==> config.mk <==
export PLATFORM = sky130hd
export DESIGN_NAME = fft_8p_frame_seq
export DESIGN_NICKNAME = d
export VERILOG_FILES = /design/src/rtl/fft_8p_frame_seq.sv
export SDC_FILE = /design/constraint.sdc
export NUM_CORES = 1
export LEC_CHECK = 0
export CORE_ASPECT_RATIO = 0.7
export CORE_MARGIN = 2
export CORE_UTILIZATION = 35
export DETAILED_ROUTE_END_ITERATION = 16
export PLACE_DENSITY_LB_ADDON = 0.15
export SETUP_SLACK_MARGIN = 0.02
export SYNTH_ARGS = -nofsm -noshare
export SYNTH_HDL_FRONTEND = slang
export SYNTH_SLANG_ARGS = --single-unit
==> constraint.sdc <==
create_clock -name clk -period 1.8 [get_ports clk]
set_input_delay 0.36 -clock clk [delete_from_list [all_inputs] [get_ports clk]]
set_output_delay 0.36 -clock clk [all_outputs]
set_load 0.1 [all_outputs]
==> src/rtl/fft_8p_frame_seq.sv <==
// Frame sequencer for an 8-point radix-2 FFT: loads eight samples from a ROM,
// then steps the three butterfly stages and holds the result until accepted.
module fft_8p_frame_seq #(
    parameter int ADDR_W       = 8,
    parameter int BF1_SERIAL   = 0,
    parameter int AUTO_RESTART = 0
) (
    input  logic              clk,
    input  logic              reset,
    input  logic              start,
    input  logic              abort,
    input  logic              out_ready,
    output logic              s2p_en,
    output logic [ADDR_W-1:0] rom_addr,
    output logic              en_bf1_1,
    output logic              en_bf1_2,
    output logic              en_bf1_3,
    output logic              en_bf1_4,
    output logic              en_bf2_1,
    output logic              en_bf2_2,
    output logic              en_bf3,
    output logic              busy,
    output logic              out_valid,
    output logic [7:0]        frame_cnt,
    output logic [2:0]        state_dbg
);

    // Handshake: the frame in X_0..X_7 is transferred on any rising edge where
    // out_valid=1 and out_ready=1; out_valid then drops (or the next load begins).
    typedef enum logic [2:0] {
        S_IDLE = 3'd0,
        S_LOAD = 3'd1,
        S_BF1  = 3'd2,
        S_BF2  = 3'd3,
        S_BF3  = 3'd4,
        S_DONE = 3'd5
    } state_t;

    localparam logic [2:0] BF1_LAST = (BF1_SERIAL != 0) ? 3'd3 : 3'd0;

    state_t            state, state_n;
    logic [2:0]        cnt, cnt_n;
    logic [ADDR_W-1:0] base, base_n;
    logic [7:0]        frame_cnt_n;

    logic              s2p_d, bf3_d, busy_d, valid_d;
    logic [ADDR_W-1:0] addr_d;
    logic [3:0]        bf1_d, bf1_q;
    logic [1:0]        bf2_d, bf2_q;

    always_comb begin
        state_n     = state;
        cnt_n       = cnt;
        base_n      = base;
        frame_cnt_n = frame_cnt;
        case (state)
            S_IDLE: begin
                if (start && !abort) begin
                    state_n = S_LOAD;
                    cnt_n   = 3'd0;
                end
            end
            S_LOAD: begin
                if (cnt == 3'd7) begin
                    state_n = S_BF1;
                    cnt_n   = 3'd0;
                end else begin
                    cnt_n = cnt + 3'd1;
                end
            end
            S_BF1: begin
                if (cnt == BF1_LAST) begin
                    state_n = S_BF2;
                    cnt_n   = 3'd0;
                end else begin
                    cnt_n = cnt + 3'd1;
                end
            end
            S_BF2: state_n = S_BF3;
            S_BF3: state_n = S_DONE;
            S_DONE: begin
                if (out_ready) begin
                    frame_cnt_n = frame_cnt + 8'd1;
                    base_n      = base + ADDR_W'(8);
                    cnt_n       = 3'd0;
                    state_n     = (AUTO_RESTART != 0) ? S_LOAD : S_IDLE;
                end
            end
            default: state_n = S_IDLE;
        endcase
        // Abort overrides everything, including a same-cycle acceptance.
        if (abort && state != S_IDLE) begin
            state_n     = S_IDLE;
            cnt_n       = 3'd0;
            base_n      = base;
            frame_cnt_n = frame_cnt;
        end
    end

    // Outputs are decoded from the next state so they land in flops aligned with it.
    always_comb begin
        s2p_d   = 1'b0;
        addr_d  = '0;
        bf1_d   = 4'b0000;
        bf2_d   = 2'b00;
        bf3_d   = 1'b0;
        valid_d = 1'b0;
        busy_d  = (state_n != S_IDLE);
        case (state_n)
            S_LOAD: begin
                s2p_d  = 1'b1;
                addr_d = base_n + ADDR_W'(cnt_n);
            end
            S_BF1:  bf1_d   = (BF1_SERIAL != 0) ? (4'b0001 << cnt_n[1:0]) : 4'b1111;
            S_BF2:  bf2_d   = 2'b11;
            S_BF3:  bf3_d   = 1'b1;
            S_DONE: valid_d = 1'b1;
            default: ;
        endcase
    end

    always_ff @(posedge clk or posedge reset) begin
        if (reset) begin
            state     <= S_IDLE;
            cnt       <= 3'd0;
            base      <= '0;
            frame_cnt <= 8'd0;
            s2p_en    <= 1'b0;
            rom_addr  <= '0;
            bf1_q     <= 4'b0000;
            bf2_q     <= 2'b00;
            en_bf3    <= 1'b0;
            busy      <= 1'b0;
            out_valid <= 1'b0;
        end else begin
            state     <= state_n;
            cnt       <= cnt_n;
            base      <= base_n;
            frame_cnt <= frame_cnt_n;
            s2p_en    <= s2p_d;
            rom_addr  <= addr_d;
            bf1_q     <= bf1_d;
            bf2_q     <= bf2_d;
            en_bf3    <= bf3_d;
            busy      <= busy_d;
            out_valid <= valid_d;
        end
    end

    assign en_bf1_1  = bf1_q[0];
    assign en_bf1_2  = bf1_q[1];
    assign en_bf1_3  = bf1_q[2];
    assign en_bf1_4  = bf1_q[3];
    assign en_bf2_1  = bf2_q[0];
    assign en_bf2_2  = bf2_q[1];
    assign state_dbg = state;

endmodule

## Word-level counts from Yosys, hierarchy flattened

Index checks and enable logic that the tools add are counted.

- Register bits after elaboration: 40
- Input bits: 5
- Logic and storage cells: 56

- Add/subtract/negate cells: 4
- Equal/unequal tests: 11
- Muxes and demuxes: 21
- Bitwise operators: 1
- Reduce and logical (&&, ||, !) cells: 8

Operators with widths:

| operator | count |
|---|---|
| $mux W8 | 4 |
| $mux W3 | 10 |
| $pmux W3 S6 | 1 |
| $eq A3 B3 Y1 const B | 5 |
| $eq A3 B2 Y1 const B | 4 |
| $pmux W3 S4 | 1 |
| $add A8 B1 Y8 const B | 1 |
| $add A8 B3 Y8 | 1 |
| $add A8 B4 Y8 const B | 1 |
| $eq A3 B1 Y1 const B | 2 |
| $logic_not A3 Y1 | 2 |
| $reduce_bool A3 Y1 | 2 |
| $mux W4 | 1 |
| $add A3 B1 Y3 const B | 1 |
| $mux W1 | 3 |
| $reduce_and A3 Y1 | 1 |
| $logic_and A1 B1 Y1 | 2 |
| $mux W2 | 1 |
| $logic_not A1 Y1 | 1 |
| $not A1 Y1 | 1 |

## Logic depth before layout (Yosys ltp)

Gate-level depths: netlist (run 1).

- Depth in word-level cells: 7
- Gate-level depth with buffers: 6

## Worst setup path after synthesis (run 1)

Ideal clock, no wire load.

- Path type: reg2reg
- Start: reg state[2], in the netlist state_dbg[2]
- End: reg rom_addr[4]
- Library setup time: 0.130 ns
- Data arrival time: 2.173 ns
- Required time: 1.670 ns
- Slack: -0.503 ns
- Cell stages (with the launch flop): 5
- Buffers on the path: 0
- Cell sequence: dfrtp_1 -> nand4b_1 -> nor2_2 -> mux2_2 -> nor2b_1

- Cells in the longest elaborated chain, start to end: 5

Ends and longest elaborated chain:

| item | RTL line | text |
|---|---|---|
| from (decl) | 41 | `state_t state, state_n;` |
| from (signal assigned) | 136 | `state <= state_n;` |
| $eq A3 B3 Y1 or $reduce_bool A3 Y1 (tied branches) | 56, 92 |  |
| $mux W8 or $logic_and A1 B1 Y1 (tied branches) | 56, 92 |  |
| $mux W8 (*) | 92 | `if (abort && state != S_IDLE) begin` |
| named net base_n[4] | 43 | `logic [ADDR_W-1:0] base, base_n;` |
| $add A8 B3 Y8 (*) | 112 | `addr_d = base_n + ADDR_W'(cnt_n);` |
| $mux W8 (*) | 109 | `case (state_n)` |
| named net addr_d[4] | 47 | `logic [ADDR_W-1:0] addr_d;` |
| to (signal assigned) | 141 | `rom_addr <= addr_d;` |
| to (decl) | 14 | `output logic [ADDR_W-1:0] rom_addr,` |

Mark *: on every way through the listed nets, which the timed path passes. The rest lies on a longest branch.
A chain may end at the register's enable or synchronous reset.

## Worst setup path in the final report (run 1)

- Start: reg cnt[1]
- End: reg rom_addr[6]

- Cells in the longest elaborated chain, start to end: 6

Ends and longest elaborated chain:

| item | RTL line | text |
|---|---|---|
| from (decl) | 42 | `logic [2:0] cnt, cnt_n;` |
| from (signal assigned) | 137 | `cnt <= cnt_n;` |
| $add A3 B1 Y3 (tied with other cells) | 68, 76 |  |
| $mux W3 (on tied branches) | 72, 64 |  |
| $pmux W3 S4 or $pmux W3 S6 (tied branches) | 56 | `case (state)` |
| $mux W3 | 92 |  |
| $add A8 B3 Y8 or $eq A3 B1 Y1 (tied branches) | 112, 109 |  |
| $mux W8 (*) | 109 |  |
| named net addr_d[6] | 47 |  |

Marked as above.

==> reports/metrics.cfg, run 1 <==
[sta]
fin_skew_ns=0.00735
setup_violations=10
post-route-period-util_pct=103
tightest_slew_ns=0.455
hold_viol=0
worst_slack_ns=-0.0520
final_max_slew_viol_count=0
relSlewSlack_pct=69.4
period_needed_ns=1.85
clock.fmax_mhz=540
holdWs_ns=0.464
grt_setup_unrepaired=true

[worst_setup_path]
startpoint_type=flip-flop
worstSetupEndpointType=flip-flop
criticalPathCategory=reg -> reg
cp.arrival_ns=2.06
cpMaxStageDelayCell=dfrtp_1
r2r_slack_ns=-0.05
slowest_delay_ns=0.39
path_cells=ha_2 > ha_4 > or3b_4 > a21oi_4 > o211ai_4 > buf_12 > nor2b_1
cp_max_fo=5
cp.required_ns=2.01

[logic_synthesis]
synth.most_common_cell=dfrtp_1
syn-num-nets=149
synth_area_mm2=0.00155
synth-edff-count=0
synth-seq-cells=33
synthArstFlopShare_pct=100
synth_area_per_cell_um2=11.2
synth_cell_types=41
synth.top_cell.area_share_pct=53.2
yosysSeqAreaShare_pct=53.2
synthFlopType=dfrtp_1
synth_commonest_cells=dfrtp_1 (33), nor2b_1 (11), nand3_1 (8)
syn-instance-count=139
synth.largest_area_cell=dfrtp_1
yosys_warnings=0
synth_area_leaders=dfrtp_1 (53%), nor2b_1 (4.4%), ha_1 (4.0%)

[floorplan]
core_area_mm2=0.00430
ioPinCount=34
start_util_pct=36.0
die-area_mm2=0.00499
rows=20
die_x_um=83.6
die_h_um=59.7

[routing]
vias=1206
antenna_left=0
wirelength_mm=3.40
viasPerCell=4.88
post_drt_wl_per_cell_um=13.8
post-route-drc-count=0
drt-initial-drc-count=78
drtPass1Iterations=4

[cells_and_area]
syn2layout_area_growth_pct=64.7
diodes=0
seq_area_um2=840
utilization_pct=59.4
drive_above_1_share_pct=42.7
multi_input_area_um2=736
fin_nets=201
nFillCells=350

[grt]
grt.met2_usage_pct=22.5
grtUsageMet3_pct=4.28
grt_pass1_wl_mm=5.84
grt_max_degree=34
grt_use_met1_pct=21.2
grt.busiest_layer=met2
first_global_vias=1247
grt-ovfl-total=0
antenna_found_initial=0
globalRouteTotalUtil_pct=15.2

[clocking]
cts_hold_buf=0
cts_buffers=5
cts_root_buf=clkbuf_8
tritoncts=done
htreeDepth=2
clk_latency_ns=0.28
cts_sinks=33
cts.path.max_buffers=2
path_clk_slew_ns=0.06

[run_status]
violations=setup timing
status=complete, but fails checks

[worst_hold_path]
hold_path.class=reg -> reg

[job]
maxCapViolCount=0

[power_and_ir_drop]
ir_drop_v=0.000905
pwr_density_cell_mw_per_mm2=1240
p_leak_nw=1.16

[placement]
hpwl_mm=2.44
gp_congestion=0.803
port_buffers=33

## routing by layer
metal / wire length [um] / up-vias
met2: 1500 / 28
met5: 0 / -
met4: 52 / 0
met1: 1700 / 587
met3: 149 / 6
li1: - / 585
## repair_timing
action,CTS,global route
setup buffers,5,0
gates cloned,0,0
endpoints found under the setup margin,4,15
pin swaps,4,7
gates resized for setup,5,10
## area by class of cell
| cell class | count | share of cell area [%] |
|---|---|---|
| repair buffers | 53 | 31.1 |
| clock buffers | 8 | 3.53 |
| flip-flops and latches | 33 | 32.9 |
| multi-input cells | 91 | 28.8 |
| inverters | 7 | 1.03 |
| well taps | 55 | 2.69 |
## power breakdown
group	switching (mW)	internal, mW	leakage (nW)
registers	0.122	0.849	0.442
clock network	0.243	0.311	0.0455
logic	0.946	0.695	0.668
## critical path, delay by kind of cell (launching register included)
family	cells	cell delay (ns)
flops	1	0.39
buf+inv	1	0.18
simple gates	2	0.49
fa+ha+maj	2	0.36
compound gates	2	0.37
## metrics by stage
stage	setup slack, ns	area, um^2	instances	setup TNS [ns]	total power, mW
3_3_place_gp	-0.132	2350	235	-0.636	2.34
2_1_floorplan	-0.0251	1590	139	-0.0797	1.84
4_1_cts	-0.0224	2530	248	-0.0354	3.12
6_report	-0.0520	2550	247	-0.272	3.17
5_1_grt	-0.107	2550	247	-0.863	3.32
3_5_place_dp	-0.200	2350	235	-0.987	2.36
## sequential cells by signal, summed over array words and instances, names as in the netlist
signal and flops:
frame_cnt 8, busy 1, rom_addr 8, cnt 3, base 5, en_bf3 1
state_dbg 3, bf2_q 1, out_valid 1, bf1_q 1, s2p_en 1
## final timing paths
path / startpoint / to / depth (start not counted)
max in group asynchronous: reset / frame_cnt[0] / 3
setup / recovery: cnt[1] / rom_addr[6] / 7
min in group asynchronous: reset / state_dbg[2] / 3
hold / removal: base[7] / base[7] / 1
setup reg to reg: cnt[1] / rom_addr[6] / 7
hold reg to reg: base[7] / base[7] / 1
## kinds of logic (layout without fill, tap and decap cells)
group / after synthesis / after routing / share of synthesized area (%)
compound gates: 22 / 22 / 11.2
xor+xnor: 11 / 11 / 6.21
fa+ha+maj: 5 / 5 / 4.03
buf+inv: 15 / 68 / 4.76
flops: 33 / 33 / 53.2
mux: 2 / 2 / 1.45
simple gates: 51 / 51 / 19.1
## placed cells by master, fill, tap and decap left out, drive strengths merged, types with 4 or more instances in the layout
cell type,synthesis,routed
buf,6,49
dfrtp,33,33
nor2b,11,11
nand3,8,8
clkbuf,2,8
nor3,7,7
inv,7,7
xor2,6,6
nor2,6,6
xnor2,5,5
a21oi,5,5
ha,5,5
nand2,4,4
clkdlybuf4s50,0,4
o21ai,4,4
Note: power is estimated with default switching activity, not from simulation.
==> run 2: changes to the inputs <==
==> constraint.sdc (replaced) <==
create_clock -name clk -period 2.1 [get_ports clk]
set_input_delay 0.42 -clock clk [delete_from_list [all_inputs] [get_ports clk]]
set_output_delay 0.42 -clock clk [all_outputs]
set_load 0.1 [all_outputs]
==> reports/metrics.cfg, run 2 (synthesized netlist as in run 1, its figures left out) <==
[floorplan]
die_h_um=59.7
core_area_mm2=0.00430
rows=20
start_util_pct=36.0
ioPinCount=34
die-area_mm2=0.00499
die_x_um=83.6

[placement]
gp_congestion=0.747
port_buffers=33
placed_cell_area_mm2=0.00195
dp_cells=230
hpwl_mm=2.32

[power_and_ir_drop]
p_comb_share_pct=43.4
intPower_mw=1.47
p_leak_nw=1.05
pwr_density_cell_mw_per_mm2=1190
p_switching_mw=1.03
power.total_mw=2.50
seqPwrFrac_pct=32.4
netSwitchingFraction_pct=41.2
p_clk_share_pct=24.2
ir_drop_v=0.000694

[worst_setup_path]
worstSetupEndpointType=flip-flop
startpoint_type=flip-flop
criticalPathCategory=reg -> reg
cp_max_fo=4
cp.required_ns=2.27
cp.arrival_ns=2.20

[clocking]
htreeDepth=2
cts_root_buf=clkbuf_8
cts.path.max_buffers=2
clk_latency_ns=0.28
cts_hold_buf=0
cts_buffers=5
cts_sinks=33
tritoncts=done
path_clk_slew_ns=0.07

[cells_and_area]
utilization_pct=48.8
mostFrequentLayoutCells=buf_4 (38), dfrtp_1 (30), nor2b_1 (11), nand3_1 (8)
seq_area_um2=830
diodes=0
drive_above_1_share_pct=33.2
final_common_cell=buf_4
multi_input_area_um2=672
final_cell_count_no_fill=239
final_area_mm2=0.00210
syn2layout_area_growth_pct=35.2
reg_top3=frame_cnt (8), rom_addr (8), base (5)
fin_nets=193
nFillCells=405

[sta]
hold_viol=0
period_needed_ns=2.02
final_max_slew_viol_count=0
relSlewSlack_pct=70.1
post-route-period-util_pct=96.4
fin_skew_ns=0.00791
holdWs_ns=0.462
tightest_slew_ns=0.445
clock.fmax_mhz=494
setup_violations=0
grt_setup_unrepaired=true

[routing]
post_drt_wl_per_cell_um=13.3
vias=1167
wirelength_mm=3.19
met2_length_mm=1.37
drtPass1Iterations=4
maxUsedRoutingLayer=met4
drt-met1-wl_mm=1.63
post-route-drc-count=0
dr_wl_met3_um=163
drt-initial-drc-count=74
antenna_left=0
viasPerCell=4.88

[grt]
first_global_vias=1157
grt_pass1_wl_mm=5.46
grt_max_degree=34
globalRouteTotalUtil_pct=14.1
antenna_found_initial=0
grt-ovfl-total=0

[job]
maxCapViolCount=0

[worst_hold_path]
hold_path.class=reg -> reg

[run_status]
status=finished clean

[run 2: cell count changes in the layout (fill, tap and decap cells not counted), sizes merged]
cell	change
clkbuf	-1
buf	-8
bufinv	+1
[run 2: per-layer routing]
metal / up-vias / GRT usage, %
li1: 570 / -
met1: 566 / 19.3
met2: 27 / 21.1
met3: 4 / 4.83
met4: 0 / 5.30
met5: - / 0
[run 2: final timing paths]
| check | start | end | slack, ns | cells past startpoint |
|---|---|---|---|---|
| setup / recovery | cnt[1] | rom_addr[1] | 0.08 | 6 |
| hold / removal | base[7] | base[7] | 0.46 | 1 |
| setup reg to reg | cnt[1] | rom_addr[1] | 0.08 | 6 |
| hold reg to reg | base[7] | base[7] | 0.46 | 1 |
| max in group asynchronous | reset | state_dbg[2] | 1.24 | 3 |
| min in group asynchronous | reset | s2p_en | 0.55 | 3 |
[run 2: what timing repair did]
item,CTS,global route
endpoints found under the setup margin,0,5
setup buffers,0,1
endpoints found under the hold margin,0,0
resized for setup,0,3
[run 2: worst max-delay path, stage by stage, from the launching register on]
cell      delay, ns
dfrtp_1        0.43
ha_1           0.20
ha_1           0.19
or3b_1         0.40
a21oi_4        0.24
o211ai_4       0.15
a311oi_1       0.31
[run 2: area by class of cell]
cell class,count,share of cell area (%)
Clock inverter,1,1.43
Tap cell,55,3.28
Sequential cell,33,39.5
Timing Repair Buffer,45,18.4
Clock buffer,7,4.11
Inverter,7,1.25
Multi-Input combinational cell,91,32.0
[run 2: power groups by stage]
stage               logic (mW)  registers, mW  clock network (mW)
detailed placement        1.03          0.823                   0
floorplan                0.362           1.19                   0
global route              1.16          0.827               0.651
finish                    1.09          0.811               0.607
CTS                       1.03          0.812               0.627
global placement          1.02          0.818                   0
[run 2: per-stage QoR]
stage          setup TNS (ns)  setup slack [ns]
2_1_floorplan               0             0.162
3_3_place_gp                0            0.0677
3_5_place_dp                0            0.0362
4_1_cts                     0             0.101
5_1_grt               -0.0100           -0.0100
6_report                    0            0.0756
==> run 3: changes to the inputs <==
--- a/config.mk
+++ b/config.mk
@@ -5,11 +5,13 @@
 export SDC_FILE = /design/constraint.sdc
 export NUM_CORES = 1
 export LEC_CHECK = 0
+export CAP_MARGIN = 0
 export CORE_ASPECT_RATIO = 0.7
 export CORE_MARGIN = 2
 export CORE_UTILIZATION = 35
 export DETAILED_ROUTE_END_ITERATION = 16
 export PLACE_DENSITY_LB_ADDON = 0.15
+export RECOVER_POWER = 25
 export SETUP_SLACK_MARGIN = 0.02
 export SYNTH_ARGS = -nofsm -noshare
 export SYNTH_HDL_FRONTEND = slang
==> constraint.sdc (replaced) <==
create_clock -name clk -period 1.7 [get_ports clk]
set_input_delay 0.34 -clock clk [delete_from_list [all_inputs] [get_ports clk]]
set_output_delay 0.34 -clock clk [all_outputs]
set_load 0.1 [all_outputs]
==> reports/metrics.cfg, run 3 (synthesized netlist as in run 1, its figures left out) <==
[run_status]
status=complete, but fails checks
violations=setup timing

[sta]
post-route-period-util_pct=109
setup_violations=15
period_needed_ns=1.85
worst_slack_ns=-0.146
final_max_slew_viol_count=0
clock.fmax_mhz=542
tightest_slew_ns=0.790
grt_setup_unrepaired=true
relSlewSlack_pct=47.3
fin_skew_ns=0.00500
hold_viol=0

[clocking]
cts_root_buf=clkbuf_8
cts.path.max_buffers=2
path_clk_slew_ns=0.06
cts_hold_buf=0
htreeDepth=2
cts_buffers=5
tritoncts=done
clk_latency_ns=0.29
cts_sinks=33

[worst_setup_path]
cp_max_fo=6
criticalPathCategory=reg -> reg
startpoint_type=flip-flop
cp.arrival_ns=2.06
worstSetupEndpointType=flip-flop
cp.required_ns=1.92

[floorplan]
core_area_mm2=0.00430
ioPinCount=34
start_util_pct=36.0
die_x_um=83.6
die-area_mm2=0.00499
die_h_um=59.7
rows=20

[power_and_ir_drop]
pwr_density_cell_mw_per_mm2=1300
power.total_mw=3.35
ir_drop_v=0.000904
p_leak_nw=1.18

[cells_and_area]
utilization_pct=59.7
multi_input_area_um2=714
syn2layout_area_growth_pct=65.5
reg_top3=frame_cnt (8), rom_addr (8), base (5)
mostFrequentLayoutCells=buf_12 (29), dfrtp_1 (27), buf_4 (26), nor2b_1 (9), nand3_1 (8)
fin_nets=210
drive_above_1_share_pct=44.3
nFillCells=347
final_common_cell=buf_12
diodes=0
seq_area_um2=841

[grt]
first_global_vias=1251
antenna_found_initial=0
grt-ovfl-total=0
globalRouteTotalUtil_pct=16.0
grt_max_degree=34
grt_pass1_wl_mm=6.04

[placement]
port_buffers=33
hpwl_mm=2.44
gp_congestion=0.843

[worst_hold_path]
hold_path.class=reg -> reg

[routing]
antenna_left=0
drtPass1Iterations=4
wirelength_mm=3.60
drt-initial-drc-count=58
post-route-drc-count=0
vias=1243
viasPerCell=4.86
post_drt_wl_per_cell_um=14.1

[job]
maxCapViolCount=0

## run 3: final cells by class
type	instances	share of cell area [%]
repair buffers	62	32.6
flip-flops and latches	33	32.7
well taps	55	2.68
clock buffers	8	3.12
multi-input cells	91	27.8
inverters	7	1.02
## run 3: worst paths after layout
path,startpoint,endpoint,slack (ns),cells past startpoint
max in group asynchronous,reset,state_dbg[0],0.38,3
hold reg to reg,base[7],base[7],0.47,1
setup / recovery,cnt[1],rom_addr[6],-0.15,7
setup reg to reg,cnt[1],rom_addr[6],-0.15,7
min in group asynchronous,reset,frame_cnt[5],0.74,3
hold / removal,base[7],base[7],0.47,1
## run 3: worst max-delay path, stage by stage, from the launching register on
cell and delay (ns):
dfrtp_1 0.38, ha_2 0.20, ha_4 0.16, or3b_4 0.38
a21oi_4 0.20, o211ai_4 0.16, buf_4 0.18, nor2b_2 0.11
## run 3: metrics by stage
step	area, um^2	cells	TNS [ns]	worst slack, ns	hold WS [ns]
2_1_floorplan	1590	139	-0.760	-0.125	0.431
3_3_place_gp	2390	240	-2.17	-0.210	0.443
3_5_place_dp	2390	240	-2.51	-0.256	0.458
4_1_cts	2530	253	-0.991	-0.114	0.473
5_1_grt	2570	256	-2.26	-0.198	0.479
6_report	2570	256	-1.50	-0.146	0.475
## run 3: report_power, final
group,switching (mW),leakage (nW),internal [mW],total (mW)
clock,0.266,0.0395,0.290,0.557
combinational,1.02,0.703,0.772,1.79
sequential,0.105,0.440,0.898,1.00
total,1.39,1.18,1.96,3.35
## run 3: layer usage
layer  global-route usage, %  up-vias  share of wire (%)
li1                        -      599                  -
met1                    21.9      609                 49
met2                    23.9       28                 45
met3                    5.11        7                4.3
met4                    6.91        0                1.9
met5                       0        -                  0
## run 3: timing repair
| item | in CTS | in global routing |
|---|---|---|
| endpoints found under the setup margin | 15 | 18 |
| hold endpoints to repair | 0 | 0 |
| buffers inserted | 5 | 3 |
| cloned | 0 | 0 |
| pin swaps | 3 | 3 |
| resized for setup | 8 | 4 |
